**config.mk**
```make
export PLATFORM = sky130hd
export DESIGN_NAME = mmio_console
export DESIGN_NICKNAME = d
export VERILOG_FILES = /design/src/rtl/console_pkg.sv /design/src/rtl/console_char_reg.sv /design/src/rtl/mmio_console.sv
export SDC_FILE = /design/constraint.sdc
export NUM_CORES = 1
export LEC_CHECK = 0
export ABC_CLOCK_PERIOD_IN_PS = 8400
export CORE_MARGIN = 4
export CORE_UTILIZATION = 54
export CTS_CLUSTER_SIZE = 8
export DETAILED_ROUTE_END_ITERATION = 8
export HOLD_SLACK_MARGIN = 0.1
export PLACE_DENSITY = 0.84
export SYNTH_ARGS = -nofsm -noshare
export SYNTH_HDL_FRONTEND = slang
export SYNTH_SLANG_ARGS = --single-unit
```
**constraint.sdc**
```tcl
create_clock -name i_clk -period 8.4 [get_ports i_clk]
set_clock_uncertainty 0.15 [all_clocks]
set_input_delay 1.68 -clock i_clk [delete_from_list [all_inputs] [get_ports i_clk]]
set_output_delay 1.68 -clock i_clk [all_outputs]
set_load 0.005 [all_outputs]
```
**src/rtl/console_pkg.sv**
```systemverilog
// console_pkg
// Shared definitions for the MMIO console: FSM state encoding, default
// register addresses, ASCII constants and the nibble-to-hex-digit helper.
package console_pkg;

  typedef enum logic [2:0] {
    IDLE,
    HEX,
    STR_REQ,
    STR_WAIT,
    STR_EMIT,
    NL
  } state_t;

  localparam logic [15:0] DEF_INT_ADDR    = 16'h1000;
  localparam logic [15:0] DEF_STR_ADDR    = 16'h1002;
  localparam logic [15:0] DEF_STAT_ADDR   = 16'h1004;
  localparam int          DEF_MAX_STR_LEN = 512;

  localparam logic [7:0] NEWLINE = 8'h0A;

  // Lowercase hex digit: 0-9 map to 0x30-0x39, a-f map to 0x61-0x66.
  function automatic logic [7:0] nibble_to_ascii(input logic [3:0] i_nib);
    if (i_nib < 4'd10) begin
      return 8'h30 + {4'h0, i_nib};
    end
    return 8'h57 + {4'h0, i_nib};
  endfunction

endpackage

```
**src/rtl/console_char_reg.sv**
```systemverilog
// console_char_reg
// One-entry output holding register with a valid/ready handshake.
// Ports:
//   i_clk, i_reset    clock, synchronous active-high reset
//   i_load, i_data    capture a new byte (only while empty or being accepted)
//   o_char, o_valid   byte presented to the sink
//   i_ready           sink accepts o_char
//   o_accepted        a transfer happens this cycle
module console_char_reg (
  input  logic       i_clk,
  input  logic       i_reset,
  input  logic       i_load,
  input  logic [7:0] i_data,
  input  logic       i_ready,
  output logic [7:0] o_char,
  output logic       o_valid,
  output logic       o_accepted
);

  logic [7:0] r_char;
  logic       r_valid;

  assign o_char     = r_char;
  assign o_valid    = r_valid;
  assign o_accepted = r_valid && i_ready;

  // A load may coincide with acceptance of the previous byte, so load wins
  // and keeps valid high for back-to-back bytes; otherwise acceptance empties.
  always_ff @(posedge i_clk) begin
    if (i_reset) begin
      r_char  <= 8'h00;
      r_valid <= 1'b0;
    end else if (i_load) begin
      r_char  <= i_data;
      r_valid <= 1'b1;
    end else if (o_accepted) begin
      r_valid <= 1'b0;
    end
  end

endmodule

```
**src/rtl/mmio_console.sv**
```systemverilog
// mmio_console
// Bus responder that turns CPU result writes into an ASCII byte stream.
// A write to INT_ADDR prints the value as four lowercase hex digits plus
// newline; a write to STR_ADDR prints the null-terminated string (one char
// per 16-bit word, low byte) stored at that byte address, fetched through
// its own read port into RAM. STAT_ADDR exposes busy/overflow/truncated.
// Ports:
//   i_clk, i_reset                 clock, synchronous active-high reset
//   i_bus_addr/rd/wr/wrdata        CPU bus request
//   o_bus_rddata                   status read data, one cycle after i_bus_rd
//   o_mem_addr, o_mem_rd           string fetch request
//   i_mem_rddata                   fetch data, valid the cycle after o_mem_rd
//   o_char, o_char_valid, i_char_ready  character output handshake
//   o_busy                         a print job is in progress
module mmio_console
  import console_pkg::*;
#(
  parameter logic [15:0] INT_ADDR    = DEF_INT_ADDR,
  parameter logic [15:0] STR_ADDR    = DEF_STR_ADDR,
  parameter logic [15:0] STAT_ADDR   = DEF_STAT_ADDR,
  parameter int          MAX_STR_LEN = DEF_MAX_STR_LEN
) (
  input  logic        i_clk,
  input  logic        i_reset,
  input  logic [15:0] i_bus_addr,
  input  logic        i_bus_rd,
  input  logic        i_bus_wr,
  input  logic [15:0] i_bus_wrdata,
  output logic [15:0] o_bus_rddata,
  output logic [15:0] o_mem_addr,
  output logic        o_mem_rd,
  input  logic [15:0] i_mem_rddata,
  output logic [7:0]  o_char,
  output logic        o_char_valid,
  input  logic        i_char_ready,
  output logic        o_busy
);

  localparam int CNT_W = $clog2(MAX_STR_LEN + 1);

  state_t            r_state;
  logic [15:0]       r_value;
  logic [1:0]        r_digit;
  logic [15:0]       r_ptr;
  logic [CNT_W-1:0]  r_count;
  logic              r_mem_rd;
  logic [15:0]       r_mem_addr;
  logic              r_overflow;
  logic              r_truncated;
  logic [15:0]       r_bus_rddata;

  logic              w_int_wr;
  logic              w_str_wr;
  logic              w_stat_wr;
  logic              w_stat_rd;
  logic              w_accepted;
  logic              w_load;
  logic [7:0]        w_load_data;
  logic [3:0]        w_next_nib;
  logic [CNT_W-1:0]  w_cnt_next;
  logic              w_cnt_full;

  assign w_int_wr   = i_bus_wr && (i_bus_addr == INT_ADDR);
  assign w_str_wr   = i_bus_wr && (i_bus_addr == STR_ADDR);
  assign w_stat_wr  = i_bus_wr && (i_bus_addr == STAT_ADDR);
  assign w_stat_rd  = i_bus_rd && (i_bus_addr == STAT_ADDR);
  assign w_cnt_next = r_count + 1'b1;
  assign w_cnt_full = (w_cnt_next == CNT_W'(MAX_STR_LEN));

  assign o_busy       = (r_state != IDLE);
  assign o_mem_rd     = r_mem_rd;
  assign o_mem_addr   = r_mem_addr;
  assign o_bus_rddata = r_bus_rddata;

  // r_digit names the nibble currently in the output register; the next one
  // down is the one to load when it is accepted.
  always_comb begin
    w_next_nib = r_value[15:12];
    case (r_digit)
      2'd3:    w_next_nib = r_value[11:8];
      2'd2:    w_next_nib = r_value[7:4];
      2'd1:    w_next_nib = r_value[3:0];
      default: w_next_nib = r_value[15:12];
    endcase
  end

  // Output-register load strobe. Loads happen on the same edge as the state
  // change so the first hex digit is valid the cycle after the job write and
  // emitting states never leave a bubble between accept and next byte.
  always_comb begin
    w_load      = 1'b0;
    w_load_data = 8'h00;
    case (r_state)
      IDLE: begin
        if (w_int_wr) begin
          w_load      = 1'b1;
          w_load_data = nibble_to_ascii(i_bus_wrdata[15:12]);
        end
      end
      HEX: begin
        if (w_accepted) begin
          w_load      = 1'b1;
          w_load_data = (r_digit == 2'd0) ? NEWLINE : nibble_to_ascii(w_next_nib);
        end
      end
      STR_WAIT: begin
        w_load      = 1'b1;
        w_load_data = (i_mem_rddata == 16'h0000) ? NEWLINE : i_mem_rddata[7:0];
      end
      STR_EMIT: begin
        if (w_accepted && w_cnt_full) begin
          w_load      = 1'b1;
          w_load_data = NEWLINE;
        end
      end
      default: begin
        w_load      = 1'b0;
        w_load_data = 8'h00;
      end
    endcase
  end

  // Job FSM, fetch port and status flags. Flag clears are written before the
  // set events so that a same-cycle set overrides the write-1-to-clear.
  always_ff @(posedge i_clk) begin
    if (i_reset) begin
      r_state      <= IDLE;
      r_value      <= 16'h0000;
      r_digit      <= 2'd0;
      r_ptr        <= 16'h0000;
      r_count      <= '0;
      r_mem_rd     <= 1'b0;
      r_mem_addr   <= 16'h0000;
      r_overflow   <= 1'b0;
      r_truncated  <= 1'b0;
      r_bus_rddata <= 16'h0000;
    end else begin
      r_mem_rd     <= 1'b0;
      r_bus_rddata <= w_stat_rd ? {13'h0000, r_truncated, r_overflow, o_busy} : 16'h0000;

      if (w_stat_wr && i_bus_wrdata[1]) r_overflow  <= 1'b0;
      if (w_stat_wr && i_bus_wrdata[2]) r_truncated <= 1'b0;
      if ((w_int_wr || w_str_wr) && (r_state != IDLE)) r_overflow <= 1'b1;

      case (r_state)
        IDLE: begin
          if (w_int_wr) begin
            r_value <= i_bus_wrdata;
            r_digit <= 2'd3;
            r_state <= HEX;
          end else if (w_str_wr) begin
            r_ptr      <= i_bus_wrdata;
            r_count    <= '0;
            r_mem_rd   <= 1'b1;
            r_mem_addr <= i_bus_wrdata;
            r_state    <= STR_REQ;
          end
        end
        HEX: begin
          if (w_accepted) begin
            if (r_digit == 2'd0) r_state <= NL;
            else                 r_digit <= r_digit - 2'd1;
          end
        end
        STR_REQ: begin
          r_state <= STR_WAIT;
        end
        STR_WAIT: begin
          r_state <= (i_mem_rddata == 16'h0000) ? NL : STR_EMIT;
        end
        STR_EMIT: begin
          if (w_accepted) begin
            r_ptr   <= r_ptr + 16'd2;
            r_count <= w_cnt_next;
            if (w_cnt_full) begin
              r_truncated <= 1'b1;
              r_state     <= NL;
            end else begin
              r_mem_rd   <= 1'b1;
              r_mem_addr <= r_ptr + 16'd2;
              r_state    <= STR_REQ;
            end
          end
        end
        NL: begin
          if (w_accepted) r_state <= IDLE;
        end
        default: r_state <= IDLE;
      endcase
    end
  end

  console_char_reg u_char_reg (
    .i_clk      (i_clk),
    .i_reset    (i_reset),
    .i_load     (w_load),
    .i_data     (w_load_data),
    .i_ready    (i_char_ready),
    .o_char     (o_char),
    .o_valid    (o_char_valid),
    .o_accepted (w_accepted)
  );

endmodule

```
After elaboration in Yosys (flattened, before gate mapping)
Index checks and enable logic that the tools add are counted.
{ "totals": {"out_inout_bits": 43, "input_bits": 53, "regBits": 91} }
{ "op_classes": {"reduce_logical": 24, "add_sub_neg": 7, "n_bitwise": 1, "mux": 58, "magnitude_cmp": 2, "n_eq_ne": 22} }
{ "ops": {"columns": ["op", "count"], "rows": [
  ["$mux W16", 5],
  ["$mux W8", 8],
  ["$pmux W16 S2", 2],
  ["$eq A16 B13 Y1 const B", 3],
  ["$pmux W8 S4", 1],
  ["$mux W10", 3],
  ["$mux W1", 22],
  ["$mux W3", 7],
  ["$pmux W10 S2", 1],
  ["$ne A2 B2 Y1 const B", 9],
  ["$pmux W3 S6", 1],
  ["$add A16 B2 Y16 const B", 1],
  ["$add A7 B4 Y8 const A", 2],
  ["$logic_not A16 Y1", 1],
  ["$add A6 B4 Y7 const A", 2],
  ["$pmux W4 S3", 1],
  ["$add A10 B1 Y10 const B", 1],
  ["$eq A10 B10 Y1 const B", 1],
  ["$reduce_and A5 Y1", 2],
  ["$logic_and A1 B1 Y1", 9],
  ["$lt A4 B4 Y1 const B", 2],
  ["$reduce_and A4 Y1", 2],
  ["$reduce_bool A2 Y1", 4],
  ["$eq A3 B2 Y1 const B", 2],
  ["other kinds (18)", 22]
]} }

Depth between registers and ports, before layout
Gate-level depths: netlist of the first run.
{ "depth": {"ltp_word": 10, "ltp_mapped": 11} }

Modules after synthesis
Synthesis of the first run repeated with hierarchy kept, for this count alone.
{ "unflattened": {"hier_cells": 573, "hier_area_um2": 4474.3} }
{ "by_module_without_submodules": {"columns": ["module", "instances", "area_each_um2", "cells_per_inst"], "rows": [
  ["mmio_console", 1, 4146.5, 542],
  ["console_char_reg", 1, 327.8, 31]
]} }

Worst setup path before layout of the first run
Ideal clock, no wire load.
{ "synth_path": {"path_kind": "input-to-reg", "start": "input i_bus_addr[10]", "end": "register u_char_reg.r_char[3] (netlist: u_char_reg.o_char[3])", "slack_ps": 5039, "path_stages": 8, "arrival_time_ps": 3072, "required_time_ps": 8111, "setup_ps": 139, "path_cell_list": "nor4b_1 > and4_1 > and3_1 > clkbuf_1 > nor2_1 > clkbuf_1 > a211oi_1 > a311oi_1"} }
{ "synth_via": {"elab_chain_len": 4} }
{ "synth_rtl": {"columns": ["element", "line", "text"], "rows": [
  ["start, declared", "mmio_console.sv:25", "input logic [15:0] i_bus_addr,"],
  ["$eq A16 B13 Y1 *", "mmio_console.sv:63", "assign w_int_wr = i_bus_wr && (i_bus_addr == INT_ADDR);"],
  ["$logic_and A1 B1 Y1 *", "mmio_console.sv:63", null],
  ["$mux W8 or $mux W1 (tied branches)", "mmio_console.sv:95", "if (w_int_wr) begin"],
  ["$pmux W8 S4 or $pmux W1 S4 (tied branches)", "mmio_console.sv:93", "case (r_state)"],
  ["end signal, assigned", "console_char_reg.sv:34", "r_char <= i_data;"],
  ["end, declared", "console_char_reg.sv:20", "logic [7:0] r_char;"]
]} }
Every way passes the cells marked *; elsewhere a longest branch is shown, timed or not.
A chain may end at the register's enable or synchronous reset.

Worst setup path in the final report of the first run
{ "layout_path": {"start": "input i_bus_addr[6]", "end": "register u_char_reg.r_char[0] (netlist: u_char_reg.o_char[0])"} }
The elaborated chain is that of the path after synthesis.

==> flow_metrics.py, run 1 <==
metrics = {
    "global_route": {
        "gr-total-overflow": 0,
        "grt_pass1_vias": 4026,
        "grt_max_degree": 73,
        "antenna_found_initial": 0,
        "grt_pass1_wl_um": 19130,
        "grt_usage_pct": 26.31,
    },
    "route": {
        "drtAntennaViolNets": 0,
        "drcViolationCount": 0,
        "wl_met1_um": 5023,
        "highest_layer": "met4",
        "via_per_inst": 6.060,
        "wl_met2_um": 5439,
        "vias": 4357,
        "dr_wl_met3_um": 1098,
        "drt-wirelength-per-cell_um": 16.44,
        "first_pass_iters": 5,
        "drtIter0Drc": 357,
        "routed_wirelength_um": 11820,
    },
    "sta": {
        "final.setup.tns_ns": 0,
        "fmax_ghz": 0.2323,
        "setup_violations": 0,
        "slew-limit-headroom_pct": 15.00,
        "worst_pin_slew_ns": 1.267,
        "finalHoldViolations": 0,
        "slew_violations": 0,
        "rsz0062_at_grt": "false",
        "fin_crit_ns": 4.304,
        "fin_crit_sh_pct": 51.24,
    },
    "clocking": {
        "cts_resized": 0,
        "cts.sinks": 78,
        "post_cts_buffers": 0,
        "clk_latency_ns": 0.35,
        "cts_tree": "done",
        "cts-root-buf": "clkbuf_8",
        "clockBufferDepth": 2,
        "htree_levels": 3,
        "cts_buffers": 9,
        "clk_pin_slew_ns": 0.08,
        "cts-hold-fix-buffers": 0,
    },
    "final_layout": {
        "area_delta_synth_final_pct": 23.78,
        "n_antenna_cell": 0,
        "drive_gt1_share_pct": 4.516,
        "fin_util_pct": 69.90,
        "num-nets-final": 676,
    },
    "setup_path": {
        "worstSetupPathType": "input port to register",
        "worstPathRequired_ns": 8.53,
        "rr_worst_depth": 11,
        "r2r_start": "r_digit[0]",
        "max_stage_delay_ns": 0.79,
        "arrival_ns": 4.44,
        "slowest_stage": "and3_1",
        "r2r-end": "u_char_reg.o_char[2]",
        "reg2reg_slack_ns": 5.20,
        "cp-end-kind": "register",
        "cp-start-kind": "input port",
        "crit_chain": "clkdlybuf4s50_1, nor4_1, and4_1, and3_1, nor2_1, a31o_2, a21oi_1",
        "crit_fanout": 24,
    },
    "logic_synthesis": {
        "ys_types": 56,
        "netlist_area_sq_um": 4161,
        "synthFlopType": "dfxtp_1",
        "synth_edf_count": 0,
        "yosys_register_bits": 78,
        "yosys_warnings": 0,
        "synth_seq_area_share_pct": 37.52,
        "synthArstFlopShare_pct": 0,
        "syn_avg_cell_area_sq_um": 7.580,
        "synth_cells": 549,
    },
    "hold_path": {
        "hold_path_class": "register to register",
        "hold_end": "r_value[14]",
        "holdPathStages": 2,
        "worstHoldStart": "r_value[14]",
    },
    "placed_design": {
        "place.port_buffers": 82,
        "place_congestion": 0.8854,
        "dp_hpwl_um": 8315,
    },
    "floorplan": {
        "core_area_sq_um": 7370,
        "fp.dieH_um": 95.79,
        "start_util_pct": 56.47,
        "die_x_um": 95.79,
        "ios": 96,
        "rows": 31,
        "dieArea_sq_um": 9175,
    },
    "job": {
        "cap_violations": 0,
    },
    "pwr": {
        "peakVddDrop_mv": 0.09034,
        "power_mw": 0.7190,
        "power.leakage_nw": 1.709,
        "power_density_nw_per_um2": 139.6,
    },
    "run_status": {
        "status": "finished, final reports clean",
    },
}
-- layer usage --
| metal | global-route usage [%] | up-vias |
|---|---|---|
| met3 | 6.489 | 19 |
| met5 | 0 | - |
| met4 | 8.649 | 0 |
| met1 | 35.32 | 2032 |
| li1 | - | 2080 |
| met2 | 41.40 | 226 |
-- cells by family after synthesis --
group,after synthesis,synth area share [%]
buf+inv,56,6.524
compound gates,147,21.77
xor+xnor,13,2.736
simple gates,242,27.99
fa+ha+maj,8,2.405
other cells,1,0.09011
mux,4,0.9622
flops,78,37.52
-- cells in the mapped netlist (3+ instances only) --
cell type	n	area [sq um]
a211oi_1	6	45.04
a21oi_1	57	285.3
a222oi_1	4	40.04
a22oi_1	6	45.04
a311oi_1	5	43.79
a31oi_1	10	62.56
and2_1	6	37.54
and3_1	9	56.30
and4_1	3	26.28
buf_2	4	20.02
buf_4	13	97.59
clkbuf_1	24	90.09
dfxtp_1	78	1562
ha_1	8	100.1
inv_1	14	52.55
mux2i_1	4	40.04
nand2_1	90	337.8
nand2b_1	7	43.79
nand3_1	23	115.1
nand4_1	16	100.1
nor2_1	50	187.7
nor3_1	10	50.05
nor4_1	12	75.07
o21a_1	3	22.52
o21ai_0	33	165.2
o221ai_1	3	26.28
o31ai_1	4	30.03
or3_1	3	18.77
xnor2_1	10	87.58
xor2_1	3	26.28
-- how the worst max path moves through the flow --
stage,startpoint,to,slack [ns],depth (start not counted)
after detailed placement,i_bus_addr[10],u_char_reg.o_char[3],3.78,7
final,i_bus_addr[6],u_char_reg.o_char[0],4.10,7
after floorplan,i_bus_addr[10],u_char_reg.o_char[3],5.04,8
after global placement,i_bus_addr[10],u_char_reg.o_char[0],3.91,7
after CTS,i_bus_addr[10],u_char_reg.o_char[0],4.14,7
after global routing,i_bus_addr[10],u_char_reg.o_char[3],3.86,7
-- metrics by stage --
step	hold WS, ns	std cells	cell area, sq um	worst slack, ns
global route	0.3242	719	5151	3.862
detailed placement	0.2932	703	4950	3.782
floorplan	0.2787	561	4207	5.039
finish	0.3053	719	5151	4.096
CTS	0.3056	719	5151	4.142
global placement	0.2877	703	4950	3.912
-- sequential cells by signal, summed over array words and instances (netlist names) --
signal              cells
o_bus_rddata            3
o_mem_addr             16
o_mem_rd                1
r_count                10
r_digit                 2
r_overflow              1
r_ptr                  16
r_state                 3
r_truncated             1
r_value                16
u_char_reg.o_char       8
u_char_reg.o_valid      1
-- critical path, delay by kind of cell --
kind	cells	cell delay, ns
compound gates	2	0.45
buf+inv	1	0.41
simple gates	4	1.89
-- cell usage in the layout (no fill, tap or decap), types with 9 or more instances in the layout --
master           synthesis  layout
inv_1                   14      14
clkdlybuf4s50_1          0      81
nand4_1                 16      16
a21oi_1                 57      57
nor4_1                  12      12
dfxtp_1                 78      78
clkbuf_8                 0      11
nor3_1                  10      10
xnor2_1                 10      10
nor2_1                  50      50
o21ai_0                 33      33
conb_1                   1      13
nand3_1                 23      23
nand2_1                 90      90
a31oi_1                 10      10
and3_1                   9       9
-- area by class of cell --
cell class                      count  area, sq um
Tap cell                           99        123.9
Timing Repair Buffer               85        838.3
Sequential cell                    78         1562
Clock buffer                       13        158.9
Inverter                           14        52.55
Multi-Input combinational cell    427         2374
Clock inverter                      3        42.54
Fill cell                         605         2218
-- power by group --
group / total (mW) / internal (mW) / switching [mW] / leakage, nW
logic: 0.0574 / 0.0293 / 0.0281 / 0.981
clock network: 0.290 / 0.154 / 0.137 / 0.0996
registers: 0.371 / 0.370 / 0.00147 / 0.628
total: 0.719 / 0.553 / 0.166 / 1.71
(Power assumes the default switching activity.)
==> inputs of run 2 (changes only) <==
--- a/config.mk
+++ b/config.mk
@@ -5,13 +5,13 @@
 export SDC_FILE = /design/constraint.sdc
 export NUM_CORES = 1
 export LEC_CHECK = 0
-export ABC_CLOCK_PERIOD_IN_PS = 8400
+export ABC_CLOCK_PERIOD_IN_PS = 3600
 export CORE_MARGIN = 4
-export CORE_UTILIZATION = 54
+export CORE_UTILIZATION = 46
 export CTS_CLUSTER_SIZE = 8
 export DETAILED_ROUTE_END_ITERATION = 8
 export HOLD_SLACK_MARGIN = 0.1
-export PLACE_DENSITY = 0.84
+export PLACE_DENSITY = 0.76
 export SYNTH_ARGS = -nofsm -noshare
 export SYNTH_HDL_FRONTEND = slang
 export SYNTH_SLANG_ARGS = --single-unit
==> constraint.sdc (replaced) <==
create_clock -name i_clk -period 3.6 [get_ports i_clk]
set_clock_uncertainty 0.15 [all_clocks]
set_input_delay 0.72 -clock i_clk [delete_from_list [all_inputs] [get_ports i_clk]]
set_output_delay 0.72 -clock i_clk [all_outputs]
set_load 0.005 [all_outputs]
==> flow_metrics.py, run 2 (synthesis gave the netlist of run 1 again) <==
metrics = {
    "clocking": {
        "cts-hold-fix-buffers": 0,
        "clk_pin_slew_ns": 0.08,
        "htree_levels": 3,
        "cts_buffers": 9,
        "clk_latency_ns": 0.36,
        "cts-root-buf": "clkbuf_8",
        "cts_resized": 0,
        "post_cts_buffers": 0,
        "cts.sinks": 78,
        "cts_tree": "done",
        "clockBufferDepth": 2,
    },
    "global_route": {
        "grt_pass1_wl_um": 19940,
        "grt_pass1_vias": 4065,
        "gr-total-overflow": 0,
        "grt_max_degree": 53,
        "grt_usage_pct": 23.69,
        "antenna_found_initial": 0,
    },
    "sta": {
        "hold_ws_ns": 0.3088,
        "setup_violations": 0,
        "final.setup.tns_ns": 0,
        "fin_crit_ns": 3.217,
        "worst_slack_ns": 0.3829,
        "slew_violations": 0,
        "finalHoldViolations": 0,
        "fin_crit_sh_pct": 89.36,
        "worst_pin_slew_ns": 1.162,
        "rsz0062_at_grt": "false",
        "fmax_ghz": 0.3108,
        "slew-limit-headroom_pct": 22.10,
    },
    "setup_path": {
        "crit_fanout": 5,
        "slowest_stage": "a222oi_1",
        "max_stage_delay_ns": 0.66,
        "crit_chain": "inv_1, ha_1, a222oi_1, nand2_1, o21ai_0, ha_1, o21ai_0, or4b_2, o21ai_0, a22oi_1, a31oi_1",
        "path_delay_family": "compound AO/OA/AOI/OAI gates",
        "crit_top_cell": "o21ai_0",
        "worstPathRequired_ns": 3.73,
        "cp-start-kind": "register",
        "cp.buffers_inverters": 1,
        "worstSetupPathType": "register to register",
        "reg2reg_slack_ns": 0.38,
        "arrival_ns": 3.35,
        "cp-end-kind": "register",
    },
    "floorplan": {
        "dieArea_sq_um": 10630,
        "fp.dieH_um": 103.1,
        "die_x_um": 103.1,
        "rows": 34,
        "ios": 96,
        "start_util_pct": 47.49,
        "core_area_sq_um": 8763,
    },
    "route": {
        "drt-wirelength-per-cell_um": 16.85,
        "drtAntennaViolNets": 0,
        "drtIter0Drc": 331,
        "via_per_inst": 5.944,
        "first_pass_iters": 5,
        "vias": 4351,
        "routed_wirelength_um": 12330,
        "drcViolationCount": 0,
    },
    "final_layout": {
        "drive_gt1_share_pct": 5.128,
        "n_antenna_cell": 0,
        "final_common_cell": "nand2_1",
        "final_cell_mix": "nand2_1 (90), clkdlybuf4s50_1 (81), dfxtp_1 (78)",
        "fin_cells": 732,
        "fin_util_pct": 59.41,
        "final_area_sq_um": 5206,
        "num-nets-final": 680,
        "area_delta_synth_final_pct": 25.11,
    },
    "hold_path": {
        "hold_path_class": "register to register",
    },
    "placed_design": {
        "dp_slack_ns": 0.4301,
        "dp_cells": 716,
        "place_congestion": 0.8515,
        "place_area_sq_um": 4991,
        "dp_hpwl_um": 8910,
        "place.port_buffers": 82,
    },
    "pwr": {
        "peakVddDrop_mv": 0.1937,
        "power_density_nw_per_um2": 332.6,
        "power.leakage_nw": 1.729,
        "power_mw": 1.732,
    },
    "job": {
        "cap_violations": 0,
    },
    "run_status": {
        "status": "finished, final reports clean",
    },
}
-- run 2: worst min-delay path: cells and delay by family (launching register included) --
family / cells / cell delay [ns]
and+or+nand+nor: 1 / 0.05
DFF: 1 / 0.32
AOI/OAI and AO/OA: 1 / 0.05
-- run 2: per-layer routing --
metal  track usage (%)  share of wire (%)  vias to the layer above
li1                  -                  -                     2092
met1             30.90                 43                     2051
met2             38.83                 47                      183
met3             3.857                7.6                       25
met4             9.960                2.2                        0
met5                 0                  0                        -
-- run 2: final cells by class --
class	instances	area [sq um]
inverters	14	52.55
repair buffers	89	868.3
clock inverters	5	83.83
clock buffers	11	131.4
multi-input cells	427	2374
well taps	108	135.1
flip-flops and latches	78	1562
fillers	818	3557
-- run 2: path summary, 6_finish.rpt --
path | start | end | cells after the start
max | r_digit[0] | u_char_reg.o_char[2] | 11
min | r_value[14] | r_value[14] | 2
max reg2reg | r_digit[0] | u_char_reg.o_char[2] | 11
min reg2reg | r_value[14] | r_value[14] | 2
-- run 2: power breakdown --
part / switching [mW] / internal, mW
sequential: 0.00366 / 0.863
combinational: 0.0650 / 0.0682
clock: 0.339 / 0.392
total: 0.408 / 1.32
==> inputs of run 3 (changes only) <==
--- a/config.mk
+++ b/config.mk
@@ -6,12 +6,15 @@
 export NUM_CORES = 1
 export LEC_CHECK = 0
 export ABC_CLOCK_PERIOD_IN_PS = 3600
-export CORE_MARGIN = 4
-export CORE_UTILIZATION = 46
+export CELL_PAD_IN_SITES_DETAIL_PLACEMENT = 1
+export CELL_PAD_IN_SITES_GLOBAL_PLACEMENT = 1
+export CORE_MARGIN = 1.5
+export CORE_UTILIZATION = 33
 export CTS_CLUSTER_SIZE = 8
 export DETAILED_ROUTE_END_ITERATION = 8
 export HOLD_SLACK_MARGIN = 0.1
 export PLACE_DENSITY = 0.76
+export SKIP_LAST_GASP = 1
 export SYNTH_ARGS = -nofsm -noshare
 export SYNTH_HDL_FRONTEND = slang
 export SYNTH_SLANG_ARGS = --single-unit
==> flow_metrics.py, run 3 (synthesis gave the netlist of run 1 again) <==
metrics = {
    "run_status": {
        "status": "finished, final reports clean",
    },
    "floorplan": {
        "core_area_sq_um": 12160,
        "start_util_pct": 34.22,
        "ios": 96,
        "die_x_um": 115.3,
        "rows": 40,
        "fp.dieH_um": 115.3,
        "dieArea_sq_um": 13290,
    },
    "clocking": {
        "cts-hold-fix-buffers": 0,
        "htree_levels": 3,
        "clk_pin_slew_ns": 0.06,
        "cts_resized": 0,
        "cts.sinks": 78,
        "cts-root-buf": "clkbuf_16",
        "cts_tree": "done",
        "cts_buffers": 9,
        "clk_latency_ns": 0.35,
        "clockBufferDepth": 2,
        "post_cts_buffers": 0,
    },
    "route": {
        "first_pass_iters": 4,
        "via_per_inst": 5.408,
        "drcViolationCount": 0,
        "drtIter0Drc": 192,
        "drtAntennaViolNets": 0,
        "drt-wirelength-per-cell_um": 17.43,
        "vias": 4294,
        "routed_wirelength_um": 13840,
    },
    "setup_path": {
        "worstPathRequired_ns": 3.72,
        "cp-start-kind": "register",
        "arrival_ns": 3.28,
        "crit_fanout": 5,
        "worstSetupPathType": "register to register",
        "cp-end-kind": "register",
    },
    "sta": {
        "slew_violations": 0,
        "finalHoldViolations": 0,
        "fin_crit_ns": 3.157,
        "worst_slack_ns": 0.4431,
        "setup_violations": 0,
        "slew-limit-headroom_pct": 14.95,
        "rsz0062_at_grt": "false",
        "worst_pin_slew_ns": 1.268,
        "fin_crit_sh_pct": 87.69,
        "fmax_ghz": 0.3168,
        "final.setup.tns_ns": 0,
    },
    "global_route": {
        "grt_usage_pct": 21.54,
        "grt_pass1_vias": 4329,
        "antenna_found_initial": 0,
        "grt_max_degree": 72,
        "grt_pass1_wl_um": 22100,
        "gr-total-overflow": 0,
    },
    "placed_design": {
        "place_congestion": 0.7991,
        "place.port_buffers": 82,
        "dp_slack_ns": 0.3267,
        "dp_hpwl_um": 9959,
    },
    "hold_path": {
        "hold_path_class": "register to register",
    },
    "pwr": {
        "power.leakage_nw": 1.774,
        "peakVddDrop_mv": 0.2159,
        "power_density_nw_per_um2": 344.4,
    },
    "final_layout": {
        "final_common_cell": "nand2_1",
        "drive_gt1_share_pct": 5.751,
        "num-nets-final": 682,
        "area_delta_synth_final_pct": 28.50,
        "fill_cells": 1456,
        "n_antenna_cell": 0,
        "final_cell_mix": "nand2_1 (90), clkdlybuf4s50_1 (81), dfxtp_1 (78)",
    },
    "job": {
        "cap_violations": 0,
    },
}
run 3: changes by cell type in the layout (fill, tap and decap cells not counted), sizes merged:
cell	delta
clkinvlp	-1
buf	+2
bufinv	-2
clkinv	+5
clkbuf	-2
run 3: layer usage:
| metal | track usage [%] | vias to the layer above | wire, um | part of all wire (%) |
|---|---|---|---|---|
| met5 | 0 | - | 0 | 0 |
| met4 | 7.654 | 0 | 191 | 1.4 |
| met3 | 3.426 | 15 | 478 | 3.5 |
| met2 | 36.79 | 93 | 6605 | 48 |
| met1 | 27.60 | 2091 | 6560 | 47 |
| li1 | - | 2095 | - | - |
run 3: cell type report:
class,count,area (sq um),area share [%]
multi-input cells,427,2374,44.38
clock inverters,7,41.29,0.7721
inverters,14,52.55,0.9827
clock buffers,9,225.2,4.212
well taps,168,210.2,3.931
flip-flops and latches,78,1562,29.20
repair buffers,91,883.3,16.52
run 3: path summary, 6_finish.rpt:
check                                 start  slack [ns]  cells after the start              endpoint
worst max-delay path             r_digit[0]        0.44                     11  u_char_reg.o_char[2]
worst min-delay path            r_value[10]        0.31                      2           r_value[10]
worst max register to register   r_digit[0]        0.44                     11  u_char_reg.o_char[2]
worst min register to register  r_value[10]        0.31                      2           r_value[10]
run 3: through the flow:
step                hold slack (ns)  total power [mW]  utilization [%]  area [sq um]  std cells
CTS                          0.3085             1.858            43.97          5348        794
detailed placement           0.2987             1.024            41.78          5081        778
global route                 0.3303             1.910            43.97          5348        794
finish                       0.3068             1.842            43.97          5348        794
floorplan                    0.2787            0.9463                -          4207        561
global placement             0.2892             1.021            41.78          5081        778
run 3: where the power goes:
| part | internal, mW | switching (mW) |
|---|---|---|
| Clock | 0.461 | 0.375 |
| Sequential | 0.864 | 0.00360 |
| Combinational | 0.0684 | 0.0698 |
run 3: worst max-delay path: stages (launching register included):
cell and delay (ns):
dfxtp_1 0.41, inv_1 0.09, ha_1 0.25, a222oi_1 0.63, nand2_1 0.10, o21ai_0 0.10, ha_1 0.19, o21ai_0 0.13
or4b_2 0.62, o21ai_0 0.11, a22oi_1 0.12, a31oi_1 0.18
